## src/rtl/dm_port_arbiter.sv

```systemverilog
// Shares the single data-memory port between the CPU MEM stage and a DMA/loader master.
// Latency: CPU access is combinational (0 cycles); DMA read data returns 1 cycle after grant.
// Backpressure: CPU sees cpu_stall when not owner; DMA sees dma_gnt only when it owns the port.
module dm_port_arbiter #(
    parameter int MAX_WAIT  = 8,
    parameter int MAX_BURST = 4
) (
    input  logic        clk,
    input  logic        reset,

    input  logic        cpu_req,
    input  logic        cpu_we,
    input  logic        cpu_flush,
    input  logic [3:0]  cpu_be,
    input  logic [31:0] cpu_addr,
    input  logic [31:0] cpu_wd,
    output logic [31:0] cpu_rd,
    output logic        cpu_stall,

    input  logic        dma_req,
    input  logic        dma_we,
    input  logic [3:0]  dma_be,
    input  logic [31:0] dma_addr,
    input  logic [31:0] dma_wd,
    output logic        dma_gnt,
    output logic        dma_rvalid,
    output logic [31:0] dma_rdata,

    output logic        dm_we,
    output logic [3:0]  dm_be,
    output logic [31:0] dm_addr,
    output logic [31:0] dm_wd,
    input  logic [31:0] dm_rd
);

    // Counter widths; a limit of 1 still needs a 1-bit register.
    localparam int WW = (MAX_WAIT  > 1) ? $clog2(MAX_WAIT)  : 1;
    localparam int BW = (MAX_BURST > 1) ? $clog2(MAX_BURST) : 1;

    localparam logic [WW-1:0] WAIT_LAST  = WW'(MAX_WAIT - 1);
    localparam logic [BW-1:0] BURST_LAST = BW'(MAX_BURST - 1);

    typedef enum logic {
        S_CPU = 1'b0,
        S_DMA = 1'b1
    } state_t;

    typedef enum logic [1:0] {
        OWN_NONE = 2'd0,
        OWN_CPU  = 2'd1,
        OWN_DMA  = 2'd2
    } owner_t;

    state_t          state;
    owner_t          owner;
    logic [WW-1:0]   wait_cnt;
    logic [BW-1:0]   burst_cnt;

    // Pick this cycle's port owner: CPU first in S_CPU, DMA exclusively in S_DMA.
    always_comb begin
        owner = OWN_NONE;
        if (state == S_DMA) begin
            if (dma_req) begin
                owner = OWN_DMA;
            end
        end else if (cpu_req) begin
            owner = OWN_CPU;
        end else if (dma_req) begin
            owner = OWN_DMA;
        end
    end

    // Drive the memory port from the owner; an idle port is fully zeroed so
    // nothing stale reaches dm, and writes are blocked while in reset.
    always_comb begin
        dm_we   = 1'b0;
        dm_be   = 4'b0000;
        dm_addr = 32'h0;
        dm_wd   = 32'h0;
        case (owner)
            OWN_CPU: begin
                dm_we   = cpu_we & ~cpu_flush;
                dm_be   = cpu_be;
                dm_addr = cpu_addr;
                dm_wd   = cpu_wd;
            end
            OWN_DMA: begin
                dm_we   = dma_we;
                dm_be   = dma_be;
                dm_addr = dma_addr;
                dm_wd   = dma_wd;
            end
            default: begin
            end
        endcase
        if (!reset) begin
            dm_we = 1'b0;
        end
    end

    // Handshakes are suppressed during reset so neither master believes it was served.
    always_comb begin
        dma_gnt   = reset & (owner == OWN_DMA);
        cpu_stall = reset & cpu_req & (owner != OWN_CPU);
    end

    // CPU reads are async straight from the memory.
    assign cpu_rd = dm_rd;

    // Arbitration FSM with starvation counter, burst counter and DMA read-return register.
    always_ff @(posedge clk) begin
        if (!reset) begin
            state      <= S_CPU;
            wait_cnt   <= '0;
            burst_cnt  <= '0;
            dma_rvalid <= 1'b0;
            dma_rdata  <= 32'h0;
        end else begin
            dma_rvalid <= dma_gnt & ~dma_we;
            if (dma_gnt && !dma_we) begin
                dma_rdata <= dm_rd;
            end

            case (state)
                S_CPU: begin
                    if (dma_req && !dma_gnt) begin
                        // DMA is being starved by the CPU; force a burst once the limit is hit.
                        if (wait_cnt == WAIT_LAST) begin
                            state     <= S_DMA;
                            wait_cnt  <= '0;
                            burst_cnt <= '0;
                        end else begin
                            wait_cnt <= wait_cnt + 1'b1;
                        end
                    end else begin
                        // Either DMA got an opportunistic beat or it is not asking.
                        wait_cnt <= '0;
                    end
                end
                S_DMA: begin
                    if (dma_gnt) begin
                        if (burst_cnt == BURST_LAST) begin
                            state     <= S_CPU;
                            burst_cnt <= '0;
                        end else begin
                            burst_cnt <= burst_cnt + 1'b1;
                        end
                    end else begin
                        // DMA dropped its request mid-burst: hand the port back.
                        state     <= S_CPU;
                        burst_cnt <= '0;
                    end
                end
                default: begin
                    state     <= S_CPU;
                    wait_cnt  <= '0;
                    burst_cnt <= '0;
                end
            endcase
        end
    end

    // The port is never handed to both masters in one cycle.
    a_exclusive_owner: assert property (@(posedge clk) disable iff (!reset)
        !(dma_gnt && cpu_req && !cpu_stall));

    // A DMA write never produces read-return data.
    a_no_rvalid_on_write: assert property (@(posedge clk) disable iff (!reset)
        (dma_gnt && dma_we) |=> !dma_rvalid);

endmodule

```

## config.mk

```make
export PLATFORM = sky130hd
export DESIGN_NAME = dm_port_arbiter
export DESIGN_NICKNAME = d
export VERILOG_FILES = /design/src/rtl/dm_port_arbiter.sv
export SDC_FILE = /design/constraint.sdc
export NUM_CORES = 1
export LEC_CHECK = 0
export CORE_AREA = 4 4 118 120
export CTS_BUF_LIST = sky130_fd_sc_hd__clkbuf_8
export DETAILED_ROUTE_END_ITERATION = 8
export DIE_AREA = 0 0 122 124
export SYNTH_ARGS = -nofsm -noshare
export SYNTH_HDL_FRONTEND = slang
export SYNTH_SLANG_ARGS = --single-unit
```

## constraint.sdc

```tcl
create_clock -name clk -period 2.9 [get_ports clk]
set_input_delay 0.58 -clock clk [delete_from_list [all_inputs] [get_ports clk]]
set_output_delay 0.58 -clock clk [all_outputs]
set_load 0.005 [all_outputs]
```

==> out/qor.csv, run 1 <==
metric,value,unit
outcome,"finished, final reports clean",
grt_start_max_net_pins,62,
cts_sinks,39,
synth.distinct_cells,23,
synth.avg_cell_area,6.82,um2
drive_above_1_share,4.64,%
hold_depth,1,
setup_tns,0,ps
die_h,124,um
rr_worst_depth,4,
io_pins,311,
drc,0,
p_leak,2.97,nW
rows,42,
clock-root-buffer,clkbuf_8,
syn_nets,553,
synthArstFlopShare,0,%
grt_pass1_wl,18.3,mm
h-tree-depth,2,
arrival,2260,ps
die_width,122,um
crit_family,buffers and inverters,
vias,3476,
crit_path_end_kind,primary output,
layout_setup_ws,59.5,ps
slowest_delay,530,ps
port_buffers,310,
maxSlewHeadroom,71.5,%
worst_slew_pin_slew,427,ps
synth_area_leader_cell,dfxtp_1,
ys.flop_type,dfxtp_1,
post-place-ws,-79.8,ps
clkLatencyLatePin,290,ps
synth_cells,375,
cts_buffers,5,
seq_area_frac_synth,30.5,%
power_density,293,nW/um2
drtIter0Drc,158,
cp_max_fo,15,
synth_commonest_cells,"143 x nand2_1, 71 x o21ai_0, 39 x dfxtp_1",
r2r_slack,1220,ps
min_from,dma_rdata[7],
cp-start-kind,input pin,
core,13000,um2
ys_warn_count,0,
dp_cells,811,
hold_viol,0,
fin_worst_skew,8.00,ps
vias_per_cell,4.22,
drt-pass1-iter-count,4,
worst-setup-path-type,in -> out,
crit_required,2320,ps
synth_area_leaders,"dfxtp_1 31%, nand2_1 21%, o21ai_0 14%",
slowest_stage,clkdlybuf4s50_1,
ys_ff_latch,39,
synth_edf_count,0,
syn_area,2560,um2
min_period_over_period,97.9,%
rr_startpoint,state,
nets,824,
final_antenna_net_count,0,
max_freq,0.352,GHz
path_buf_inv,4,
clk_pin_slew,70,ps
grt_use_total,15.3,%
synth.most_common_cell,nand2_1,
overflow,0,
cts_max_path_buffers,2,
peakVddDrop,0.000333,V
min_period,2840,ps
hold_class,reg -> reg,
finalWirelength,13.4,mm
grt_pass1_vias,3460,
yosysTopAreaCellShare,30.5,%
rr_endpoint,dma_rdata[8],
instances_no_fill,824,
finalSetupViolations,0,
holdPathEnd,dma_rdata[7],
start_util,19.7,%
place.gp.congestion,0.829,
fin_util,46.1,%
crit_chain,clkdlybuf4s50_1 -> nor2b_4 -> buf_4 -> bufbuf_16 -> o21ai_0 -> clkdlybuf4s50_1,
hold_buffers,0,
antenna_found_initial,1,
die_area,15100,um2
dp_hpwl,10.8,mm
finalMaxSlewViolations,0,
cts_tree,built,
crit_top_cell,clkdlybuf4s50_1,
maxCapViolCount,0,
routedWlPerCell,16.3,um
syn_to_final_growth,134,%
-- cells in the final DEF, fill, tap and decap left out, types with 2 or more instances in the layout --
cell and count:
nand2_1 143, clkbuf_8 5, ha_1 3, dlygate4sd2_1 9
and2_1 2, dfxtp_1 39, a22o_1 32, o21ai_0 71
nand3_1 5, buf_16 2, buf_12 2, nor2_1 3
buf_4 11, nand4b_1 2, dlymetal6s2s_1 52, bufinv_16 2
clkdlybuf4s50_1 248
-- sequential cells by signal, indices dropped and copies added (netlist names) --
signal      count
state           1
burst_cnt       2
wait_cnt        3
dma_rdata      32
dma_rvalid      1
-- area by class of cell --
cell class / count / area (um2)
inverters: 1 / 3.75
flip-flops and latches: 39 / 781
well taps: 176 / 220
clock inverters: 3 / 67.6
diodes: 1 / 2.50
clock buffers: 5 / 68.8
fillers: 1283 / 7000
repair buffers: 328 / 3460
multi-input cells: 271 / 1380
-- logic make-up after synthesis --
| kind of cell | synth area share, % |
|---|---|
| adder cells (fa/ha/maj) | 1.47 |
| flip-flops | 30.5 |
| AND/OR/NAND/NOR | 25.6 |
| AO/OA/AOI/OAI | 26.4 |
| buffers and inverters | 16.0 |
-- how the worst max path moves through the flow --
stage	from	end	slack [ps]	depth (start not counted)
finish	cpu_req	dm_wd[27]	60	6
floorplan	cpu_req	dm_wd[12]	870	7
CTS	cpu_req	dm_addr[17]	4	7
global route	cpu_req	dm_be[2]	-5	7
detailed placement	cpu_req	dm_addr[2]	-80	7
global placement	cpu_req	dm_addr[2]	-70	7
-- repair_timing --
| item | in CTS | in global routing |
|---|---|---|
| pin swaps | 0 | 0 |
| endpoints found under the setup margin | 17 | 53 |
| gates cloned | 1 | 1 |
| setup buffers | 1 | 1 |
| gates resized for setup | 10 | 54 |
-- power breakdown --
group          total (W)  switching (W)  leakage, nW  internal [W]
sequential      0.000560     0.00000839        0.317      0.000551
combinational   0.000655       0.000216         2.59      0.000440
clock           0.000537       0.000194       0.0644      0.000343
-- stage by stage --
| step | total power (W) | cell area, um2 | hold slack, ps |
|---|---|---|---|
| 6_report | 0.00175 | 5980 | 480 |
| 3_3_place_gp | 0.00123 | 5630 | 460 |
| 4_1_cts | 0.00178 | 5810 | 487 |
| 3_5_place_dp | 0.00124 | 5630 | 464 |
| 2_1_floorplan | 0.000760 | 2560 | 449 |
| 5_1_grt | 0.00184 | 5980 | 494 |
-- layer usage --
metal	GRT usage, %	vias up	share of wire, %	routed length [um]
li1	-	1772	-	-
met1	16.6	1505	38	5080
met2	28.3	183	50	6720
met5	0	-	0	0
met4	4.55	0	1.9	253
met3	5.09	16	10	1350
Note: power is estimated with default switching activity, not from simulation.
==> run 2, diff against run 1 <==
Settings changed: SLEW_MARGIN from default to 10.
==> results of run 2 <==
The final DEF is identical to that of run 1; final timing and power are the same.
==> patch: new RTL, config.mk and constraints of run 1 <==
The parameter `MAX_BURST` goes from 4 to 16.
--- a/src/rtl/dm_port_arbiter.sv
+++ b/src/rtl/dm_port_arbiter.sv
@@ -3,7 +3,7 @@
 // Backpressure: CPU sees cpu_stall when not owner; DMA sees dma_gnt only when it owns the port.
 module dm_port_arbiter #(
     parameter int MAX_WAIT  = 8,
-    parameter int MAX_BURST = 4
+    parameter int MAX_BURST = 16
 ) (
     input  logic        clk,
     input  logic        reset,
Behaviour: no difference found for any inputs over 10 cycles, from zero or initial values and one cycle with reset low; that may be too few to reach the edited logic, so the function may still have changed.
==> patch against run 1 <==
Wire length up 2.6%. Worst setup slack better by 0.28 ns. Synthesized area up 9.0%. Final area down 0.48%. Synthesized cell count up 21%. Sequential cell count up 2. Clock skew down 0.0054 ns. Total power down 7.6%. Highest routed layer unchanged. Non-clock buffer count down 2.
==> patch: results (changes against run 1) <==
switching share of power = 26.4% (was 23.9%)
met3 wire length = 1.48 mm (was 1.35 mm)
largest cells by area after synthesis = dfxtp_1, nand2_1, nand3_1 (was dfxtp_1, nand2_1, o21ai_0)
Hold Startpoint = dma_rdata[9] (was dma_rdata[7])
reg-to-reg critical path endpoint = wait_cnt[0] (was dma_rdata[8])
drt first-iter violations = 218 (was 158)
crit path to = dma_gnt (was dm_wd[27])
final net count = 898 (was 824)
compound-gate portion of the synthesized area = 8.58% (was 26.4%)
Hold WS = 0.452 ns (was 0.480 ns)
worst reg-to-reg setup slack = 1.48 ns (was 1.22 ns)
largest stage delay on the critical path = 0.57 ns (was 0.53 ns)
reg-to-reg startpoint = wait_cnt[0] (was state)
vias per std cell = 4.38 (was 4.22)
met2 routed WL = 6.88 mm (was 6.72 mm)
antenna violations before repair = 0 (was 1)
cell-internal power = 1.19 mW (was 1.33 mW)
Leak = 2.47 nW (was 2.97 nW)
Cell variety after synth = 26 (was 23)
Post-DP HPWL = 11.3 mm (was 10.8 mm)
sequential fraction of the synthesis area = 29.5% (was 30.5%)
proportion of layout cells with a drive suffix above 1 = 3.88% (was 4.64%)
mux contribution to synthesized area = 0.359% (was 0%)
Seq pwr share = 36.3% (was 31.9%)
Setup WS pre-CTS = -0.0349 ns (was -0.0798 ns)
# fillers = 1,317 (was 1,283)
M1 WL = 5.14 mm (was 5.08 mm)
crit path DAT = 1.98 ns (was 2.26 ns)
# diodes = 0 (was 1)
worst-margin pin slew = 0.405 ns (was 0.427 ns)
worst hold stages = 2 (was 1)
RD Place Congestion = 0.766 (was 0.829)
Placed Area = 5870 um2 (was 5630 um2)
GRT Util Overall = 16.3% (was 15.3%)
Routed Wire Length = 13.8 mm (was 13.4 mm)
M1 GR Usage = 18.4% (was 16.6%)
largest net degree at the start of global routing = 66 (was 62)
status = finished clean (unchanged)
Comb power = 674 uW (was 655 uW)
Hold EP = dma_rdata[9] (was dma_rdata[7])
[patch: changes by cell type in the layout (fill, tap and decap cells not counted), moves of 5 or more]
| cell | delta |
|---|---|
| nand3_1 | +67 |
| a21oi_1 | +5 |
| dlymetal6s2s_1 | -51 |
| a22o_1 | -32 |
| clkdlybuf4s50_1 | +58 |
| o21ai_0 | -39 |
| nand2_1 | +63 |
| dlygate4sd2_1 | -7 |
[patch: repair_timing]
action / CTS / global route
gates resized for setup: 2 / 1
endpoints found under the setup margin: 2 / 56
setup buffers: 0 / 0
[patch: final cells by class]
cell class / instances / area share, %
Tap cell: 176 / 3.70
Multi-Input combinational cell: 344 / 25.9
Timing Repair Buffer: 326 / 55.1
Clock inverter: 3 / 0.231
Clock buffer: 5 / 1.16
Inverter: 2 / 0.126
Sequential cell: 41 / 13.8
[patch: metrics by stage]
step	utilization [%]	cells
floorplan	-	455
global placement	45.2	889
detailed placement	45.2	889
CTS	45.8	897
global route	45.9	897
finish	45.9	897
